==> src/rtl/serial_subtractor_if.sv <==
// Handshake and operand/result bundle for the bit-serial subtractor.
// master drives the request side, slave (the subtractor) returns the result.
interface serial_subtractor_if #(
   parameter int WIDTH = 8
);
   logic             start;
   logic [WIDTH-1:0] a;
   logic [WIDTH-1:0] b;
   logic             busy;
   logic             done;
   logic [WIDTH-1:0] difference;
   logic             borrow;
   logic             overflow;

   modport master (
      output start, a, b,
      input  busy, done, difference, borrow, overflow
   );

   modport slave (
      input  start, a, b,
      output busy, done, difference, borrow, overflow
   );
endinterface

==> src/rtl/serial_subtractor.sv <==
// Bit-serial a - b: one shared one-bit subtractor cell and a registered borrow,
// LSB first over WIDTH cycles, with start/busy/done handshake and borrow/overflow flags.
module serial_subtractor #(
   parameter int WIDTH = 8
) (
   input  logic               clk,
   input  logic               rst,
   serial_subtractor_if.slave bus
);

   typedef enum logic [1:0] {IDLE, RUN, DONE} state_e;

   // Counter must reach WIDTH-1 without wrapping; never narrower than one bit.
   localparam int CW = ($clog2(WIDTH + 1) < 1) ? 1 : $clog2(WIDTH + 1);
   localparam logic [CW-1:0] LAST = CW'(WIDTH - 1);

   state_e           state_q, state_d;
   logic [WIDTH-1:0] a_sh_q, a_sh_d;
   logic [WIDTH-1:0] b_sh_q, b_sh_d;
   logic [WIDTH-1:0] res_sh_q, res_sh_d;
   logic             bor_q, bor_d;
   logic [CW-1:0]    cnt_q, cnt_d;
   logic             a_msb_q, a_msb_d;
   logic             b_msb_q, b_msb_d;
   logic [WIDTH-1:0] diff_q, diff_d;
   logic             borrow_q, borrow_d;
   logic             ovf_q, ovf_d;

   logic             ai, bi, dbit, bnext;
   logic [WIDTH:0]   res_ext;

   always_comb begin
      state_d  = state_q;
      a_sh_d   = a_sh_q;
      b_sh_d   = b_sh_q;
      res_sh_d = res_sh_q;
      bor_d    = bor_q;
      cnt_d    = cnt_q;
      a_msb_d  = a_msb_q;
      b_msb_d  = b_msb_q;
      diff_d   = diff_q;
      borrow_d = borrow_q;
      ovf_d    = ovf_q;

      ai      = a_sh_q[0];
      bi      = b_sh_q[0];
      dbit    = ai ^ bi ^ bor_q;
      bnext   = (~ai & bi) | (~(ai ^ bi) & bor_q);
      // New difference bit enters at the MSB; works for WIDTH=1 as well.
      res_ext = {dbit, res_sh_q} >> 1;

      case (state_q)
         IDLE: begin
            if (bus.start) begin
               a_sh_d  = bus.a;
               b_sh_d  = bus.b;
               a_msb_d = bus.a[WIDTH-1];
               b_msb_d = bus.b[WIDTH-1];
               bor_d   = 1'b0;
               cnt_d   = '0;
               state_d = RUN;
            end
         end
         RUN: begin
            a_sh_d   = a_sh_q >> 1;
            b_sh_d   = b_sh_q >> 1;
            res_sh_d = res_ext[WIDTH-1:0];
            bor_d    = bnext;
            cnt_d    = cnt_q + CW'(1);
            if (cnt_q == LAST) begin
               diff_d   = res_ext[WIDTH-1:0];
               borrow_d = bnext;
               ovf_d    = (a_msb_q != b_msb_q) && (res_ext[WIDTH-1] != a_msb_q);
               state_d  = DONE;
            end
         end
         DONE:    state_d = IDLE;
         default: state_d = IDLE;
      endcase
   end

   always_ff @(posedge clk or posedge rst) begin
      if (rst) begin
         state_q  <= IDLE;
         a_sh_q   <= '0;
         b_sh_q   <= '0;
         res_sh_q <= '0;
         bor_q    <= 1'b0;
         cnt_q    <= '0;
         a_msb_q  <= 1'b0;
         b_msb_q  <= 1'b0;
         diff_q   <= '0;
         borrow_q <= 1'b0;
         ovf_q    <= 1'b0;
      end else begin
         state_q  <= state_d;
         a_sh_q   <= a_sh_d;
         b_sh_q   <= b_sh_d;
         res_sh_q <= res_sh_d;
         bor_q    <= bor_d;
         cnt_q    <= cnt_d;
         a_msb_q  <= a_msb_d;
         b_msb_q  <= b_msb_d;
         diff_q   <= diff_d;
         borrow_q <= borrow_d;
         ovf_q    <= ovf_d;
      end
   end

   assign bus.busy       = (state_q != IDLE);
   assign bus.done       = (state_q == DONE);
   assign bus.difference = diff_q;
   assign bus.borrow     = borrow_q;
   assign bus.overflow   = ovf_q;

endmodule

==> src/flat_wrapper.sv <==
// flat-port wrapper written by rule: the top's interface ports become plain ports
module serial_subtractor_flat 
#(
   parameter int WIDTH = 8
)
  (clk, rst, bus_start, bus_a, bus_b, bus_busy, bus_done, bus_difference, bus_borrow, bus_overflow);
  serial_subtractor_if #(.WIDTH(WIDTH)) bus_i ();
  input  logic clk;
  input  logic rst;
  input wire logic [$bits(bus_i.start)-1:0] bus_start;
  input wire logic [$bits(bus_i.a)-1:0] bus_a;
  input wire logic [$bits(bus_i.b)-1:0] bus_b;
  output wire logic [$bits(bus_i.busy)-1:0] bus_busy;
  output wire logic [$bits(bus_i.done)-1:0] bus_done;
  output wire logic [$bits(bus_i.difference)-1:0] bus_difference;
  output wire logic [$bits(bus_i.borrow)-1:0] bus_borrow;
  output wire logic [$bits(bus_i.overflow)-1:0] bus_overflow;
  assign bus_i.start = bus_start;
  assign bus_i.a = bus_a;
  assign bus_i.b = bus_b;
  assign bus_busy = bus_i.busy;
  assign bus_done = bus_i.done;
  assign bus_difference = bus_i.difference;
  assign bus_borrow = bus_i.borrow;
  assign bus_overflow = bus_i.overflow;
  serial_subtractor #(.WIDTH(WIDTH)) u_core (.clk(clk), .rst(rst), .bus(bus_i));
endmodule
==> config.mk <==
export PLATFORM = sky130hd
export DESIGN_NAME = serial_subtractor_flat
export DESIGN_NICKNAME = d
export VERILOG_FILES = /design/src/rtl/serial_subtractor_if.sv /design/src/rtl/serial_subtractor.sv /design/src/flat_wrapper.sv
export SDC_FILE = /design/constraint.sdc
export NUM_CORES = 1
export LEC_CHECK = 0
export CAP_MARGIN = 20
export CORE_ASPECT_RATIO = 0.5
export CORE_MARGIN = 10
export CORE_UTILIZATION = 52
export CTS_CLUSTER_DIAMETER = 120
export DETAILED_ROUTE_END_ITERATION = 10
export HOLD_SLACK_MARGIN = 0.03
export MAX_ROUTING_LAYER = met4
export PLACE_DENSITY = 0.84
export SLEW_MARGIN = 0
export SYNTH_ARGS = -nofsm -noshare
export SYNTH_HDL_FRONTEND = slang
export SYNTH_SLANG_ARGS = --single-unit
==> constraint.sdc <==
create_clock -name clk -period 1.7 [get_ports clk]
set_clock_uncertainty 0.05 [all_clocks]
set_input_delay 0.34 -clock clk [delete_from_list [all_inputs] [get_ports clk]]
set_output_delay 0.34 -clock clk [all_outputs]
set_load 0.01 [all_outputs]
==> impl_metrics.py, run 1 <==
metrics = {
    "layout": {
        "regArea_mm2": 0.001054,
        "stdcell_area_mm2": 0.002336,
        "area_growth_pct": 25.47,
        "final_cells": 254,
        "nets": 225,
        "antenna_cells": 0,
        "fill_cells": 263,
        "multi_input_comb_area_um2": 709.4,
        "drive_gt1_share_pct": 16.75,
        "final_core_util_pct": 68.01,
    },
    "synth": {
        "yosysWarningCount": 0,
        "yosysTopAreaCell": "dfrtp_1",
        "synth_edf_count": 0,
        "avgSynthCellArea_um2": 11.15,
        "netlist_instances": 167,
        "synth.distinct_cells": 29,
        "ys.flop_type": "dfrtp_1",
        "syn-num-nets": 188,
        "synth.most_common_cell": "dfrtp_1",
        "synth_area_leaders": "dfrtp_1, nand2_1, mux2_4, o21ai_0, a22oi_1",
        "synthTopCellsByCount": "dfrtp_1, nand2_1, o21ai_0",
        "yosysSeqAreaShare_pct": 56.45,
        "netlist_area_mm2": 0.001862,
        "synth_top_area_share_pct": 56.45,
        "ys_async_sr_fraction_pct": 100.0,
        "ys_seq_elements": 42,
    },
    "cts": {
        "cts_inserted_buffers": 5,
        "cts_buffer_depth": 2,
        "cts_sinks": 42,
        "root_buffer": "clkbuf_8",
        "path_clk_slew_ns": 0.08,
        "cts_tree": "built",
        "htree_num_levels": 2,
        "clk_latency_ns": 0.29,
    },
    "sta": {
        "setup_slack_ns": 0.07332,
        "fin_hold_ws_ns": 0.3599,
        "tightest_slew_ns": 0.3960,
        "hold_viol_final": 0,
        "fin_crit_sh_pct": 95.69,
        "drv_slew": 0,
        "relSlewSlack_pct": 73.54,
        "clock.fmax_mhz": 614.7,
        "setup_violations": 0,
        "rsz0062_at_grt": "no",
        "period_needed_ns": 1.627,
    },
    "power_and_ir_drop": {
        "leakage_nw": 1.084,
        "internal_power_mw": 2.502,
        "clkPwrFrac_pct": 16.9,
        "ir_drop_mv": 0.5135,
        "p_comb_share_pct": 38.3,
        "seqPwrFrac_pct": 44.8,
        "p_sw_share_pct": 32.38,
        "p_sw_mw": 1.198,
        "p_per_area_mw_per_mm2": 1584,
    },
    "hold_path": {
        "hp-class": "input pin to asynchronous set/reset pin",
    },
    "drt": {
        "drt-total-wl_um": 3680,
        "via_per_inst": 5.236,
        "wire_per_inst_um": 14.49,
        "drc": 0,
        "vias": 1330,
        "ant_nets": 0,
        "drtIter0Drc": 45,
        "drt_pass1_iterations": 4,
    },
    "place": {
        "hpwl_um": 2692,
        "dpl-instance-area_mm2": 0.002251,
        "gp_congestion": 0.7386,
        "post-place-ws_ns": -0.002292,
        "port_buffers": 30,
        "dp_cells": 248,
    },
    "global_routing": {
        "track_usage_pct": 12.16,
        "grt_max_degree": 43,
        "grt_pass1_wl_um": 6354,
        "antenna_found_initial": 0,
        "grt_pass1_vias": 1367,
        "grt-ovfl-total": 0,
    },
    "floorplan": {
        "core_area_mm2": 0.003435,
        "core.rowCount": 15,
        "io_pins": 31,
        "die_h_um": 62.31,
        "initial_utilization_pct": 54.21,
        "die_w_um": 104.6,
        "die_area_mm2": 0.006519,
    },
    "setup_path": {
        "cp.required_ns": 1.31,
        "endpoint": "bus_busy",
        "reg2reg_depth": 5,
        "critPathLaunch": "u_core.state_q[1]",
        "worstPathArrival_ns": 1.24,
        "worstSetupPathType": "flop to primary output",
        "ff2ff_setup_slack_ns": 0.13,
        "endpoint_kind": "primary output",
        "worst_r2r_endpoint": "u_core.bus.overflow",
        "cp-start-kind": "flop",
        "reg2reg_from": "u_core.b_sh_q[0]",
        "critPathMaxFanout": 5,
    },
    "job": {
        "max_cap_viol_count": 0,
    },
    "run_status": {
        "status": "finished clean",
    },
}
layout make-up:
type                            instances  share of cell area, %
Clock buffer                            6                  3.535
Inverter                                7                  1.125
Multi-Input combinational cell        106                  30.37
Sequential cell                        42                  45.10
Tap cell                               51                  2.732
Timing Repair Buffer                   42                  17.14
cells by family after synthesis:
family | synth area share (%)
simple gates | 13.51
buf+inv | 5.577
mux | 9.342
flops | 56.45
compound gates | 13.37
fa+ha+maj | 1.747
critical path, stage by stage (launching register included):
cell	delay [ns]
dfrtp_2	0.46
nor2_2	0.16
inv_1	0.05
dlygate4sd2_1	0.28
registers in the layout, indices dropped and copies added, names as in the netlist:
signal / flops
u_core.a_msb_q: 1
u_core.bus.overflow: 1
u_core.bor_q: 1
u_core.cnt_q: 4
u_core.b_sh_q: 8
u_core.bus.difference: 8
u_core.res_sh_q: 7
u_core.a_sh_q: 8
u_core.state_q: 2
u_core.bus.borrow: 1
u_core.b_msb_q: 1
placed cells by master, fill, tap and decap left out:
master,netlist,final
a21oi_1,5,5
a22o_1,2,2
a22oi_1,9,9
a31oi_1,1,1
a32o_1,2,2
a41oi_1,1,1
and3b_1,5,5
and4_4,1,1
buf_12,0,1
buf_4,0,11
clkbuf_8,0,6
clkdlybuf4s50_1,0,28
dfrtp_1,42,40
dfrtp_2,0,2
dlygate4sd2_1,0,2
fa_1,1,1
ha_1,1,1
inv_1,7,7
mux2_2,3,3
mux2_4,8,8
mux2i_1,2,2
nand2_1,38,38
nand2b_1,3,3
nand3_1,1,1
nor2_2,0,1
nor2b_1,2,2
nor2b_4,1,1
o21a_1,1,1
o21ai_0,14,14
o21bai_1,1,1
o22ai_1,3,3
repair_timing:
action,4_1_cts,5_1_grt
setup buffers,0,0
gates resized for setup,5,0
setup endpoints to repair,2,0
hold buffers,0,0
through the flow:
step           setup TNS [ns]  total power [mW]
2_1_floorplan               0             2.582
4_1_cts                     0             3.742
3_5_place_dp        -0.002292             3.118
6_report                    0             3.700
5_1_grt                     0             3.980
3_3_place_gp                0             3.037
worst min path at each step:
stage / from / endpoint / slack (ns)
6_report: rst / u_core.bus.borrow / 0.36
3_5_place_dp: u_core.cnt_q[3] / u_core.cnt_q[3] / 0.39
5_1_grt: rst / u_core.bus.difference[5] / 0.37
4_1_cts: rst / u_core.bus.difference[4] / 0.37
2_1_floorplan: u_core.cnt_q[3] / u_core.cnt_q[3] / 0.37
3_3_place_gp: u_core.cnt_q[3] / u_core.cnt_q[3] / 0.39
per-layer routing:
layer  up-vias  GRT usage, %  share of wire (%)
met4         0         5.612                1.4
li1        647             -                  -
met2        32         18.59                 47
met5         -             -                  0
met1       646         14.45                 47
met3         5         3.807                5.0
power by group through the flow:
stage	Combinational [mW]	Sequential (mW)	Clock [mW]
global route	1.58	1.72	0.683
finish	1.42	1.66	0.625
detailed placement	1.44	1.67	0
CTS	1.44	1.66	0.637
floorplan	0.931	1.65	0
global placement	1.38	1.65	0
Power figures use the tool's default switching activity.
==> run 2: changes to the inputs <==
SKIP_CTS_REPAIR_TIMING = 1   (was not set)
==> run 2 against run 1 <==
Compared with the run above: register-to-register slack got worse by 0.03 ns; setup slack better by 0.024 ns; final cell count is 0.39% higher; die area unchanged; power is 0.60% higher; largest cell class unchanged; clock power about the same; sequential power about the same; critical endpoint is now u_core.bus.difference[7]; non-clock buffer count rose by 1; critical path type is now flop to flop; core utilization grew 0.58 points; via count grew 1.1%.
==> impl_metrics.py, run 2 (same netlist as run 1, synthesis figures left out) <==
metrics = {
    "global_routing": {
        "grt_pass1_vias": 1367,
        "track_usage_pct": 12.16,
        "grt_max_degree": 43,
        "antenna_found_initial": 0,
        "grt-ovfl-total": 0,
        "grt_pass1_wl_um": 6354,
    },
    "layout": {
        "fill_cells": 260,
        "mostFrequentLayoutCell": "dfrtp_1",
        "stdcell_area_mm2": 0.002356,
        "area_growth_pct": 26.55,
        "drive_gt1_share_pct": 17.16,
        "most-common-layout-cells": "dfrtp_1, nand2_1, clkdlybuf4s50_1, o21ai_0, buf_4",
        "antenna_cells": 0,
        "nets": 226,
    },
    "cts": {
        "cts_buffer_depth": 2,
        "cts_sinks": 42,
        "cts_tree": "built",
        "path_clk_slew_ns": 0.08,
        "clk_latency_ns": 0.29,
        "cts_inserted_buffers": 5,
        "root_buffer": "clkbuf_8",
        "htree_num_levels": 2,
    },
    "floorplan": {
        "core.rowCount": 15,
        "io_pins": 31,
        "die_area_mm2": 0.006519,
        "die_h_um": 62.31,
        "core_area_mm2": 0.003435,
        "die_w_um": 104.6,
        "initial_utilization_pct": 54.21,
    },
    "sta": {
        "setup_violations": 0,
        "hold_viol_final": 0,
        "rsz0062_at_grt": "no",
        "drv_slew": 0,
        "fin_crit_sh_pct": 94.27,
        "period_needed_ns": 1.603,
        "fin_tns_setup_ns": 0,
        "relSlewSlack_pct": 73.73,
        "clock.fmax_mhz": 624.0,
        "tightest_slew_ns": 0.3932,
        "fin_hold_ws_ns": 0.3592,
    },
    "place": {
        "hpwl_um": 2692,
        "dpl-instance-area_mm2": 0.002251,
        "port_buffers": 30,
        "gp_congestion": 0.7386,
    },
    "drt": {
        "vias": 1344,
        "wire_per_inst_um": 14.60,
        "drt-total-wl_um": 3723,
        "drt_pass1_iterations": 4,
        "via_per_inst": 5.271,
        "drtIter0Drc": 75,
        "drc": 0,
        "ant_nets": 0,
    },
    "hold_path": {
        "hp-class": "input pin to asynchronous set/reset pin",
    },
    "setup_path": {
        "worstPathArrival_ns": 1.73,
        "cp-start-kind": "flop",
        "worstSetupPathType": "flop to flop",
        "cp.required_ns": 1.82,
        "critPathMaxFanout": 11,
        "endpoint_kind": "flop",
    },
    "run_status": {
        "status": "finished clean",
    },
    "power_and_ir_drop": {
        "ir_drop_mv": 0.5140,
        "p_per_area_mw_per_mm2": 1580,
        "leakage_nw": 1.107,
    },
    "job": {
        "max_cap_viol_count": 0,
    },
}
-- run 2: routing by layer --
layer	vias up	global-route usage (%)	routed length, um
met2	37	18.59	1732
met4	0	5.612	50
li1	651	-	-
met5	-	-	0
met3	5	3.807	201
met1	651	14.45	1739
-- run 2: worst max-delay path, cell delays in order (launching register included) --
cell and delay (ns):
dfrtp_2 0.45, buf_4 0.16, nor2b_4 0.10, and4_4 0.37, mux2_2 0.36
-- run 2: worst paths after layout --
check | startpoint | endpoint | slack, ns | cells after the start
worst max-delay path | u_core.state_q[1] | u_core.bus.difference[7] | 0.1 | 4
worst min-delay path | rst | u_core.bus.borrow | 0.36 | 3
worst max register to register | u_core.state_q[1] | u_core.bus.difference[7] | 0.1 | 4
worst min register to register | u_core.cnt_q[3] | u_core.cnt_q[3] | 0.40 | 1
max in group asynchronous | rst | u_core.state_q[0] | 1.03 | 3
min in group clk | u_core.cnt_q[3] | u_core.cnt_q[3] | 0.40 | 1
-- run 2: final cells by class --
class	instances	area, um^2	share of cell area (%)
clock buffers	6	82.58	3.505
inverters	7	26.28	1.115
multi-input cells	106	714.4	30.32
flip-flops and latches	42	1054	44.72
well taps	51	63.81	2.708
repair buffers	43	415.4	17.63
-- run 2: metrics by stage --
stage	setup slack [ns]	std cells	util [%]	total power, mW
after floorplan	0.1801	167	-	2.582
after global placement	0.05705	248	65.54	3.037
after detailed placement	-0.002292	248	65.54	3.118
final	0.09735	255	68.60	3.722
after CTS	-0.1982	254	67.94	3.742
after global routing	0.04035	255	68.60	3.995
-- run 2: where the power goes --
part | switching [mW] | total (mW) | internal [mW]
Combinational | 0.633 | 1.44 | 0.803
Clock | 0.314 | 0.627 | 0.313
Sequential | 0.263 | 1.66 | 1.40
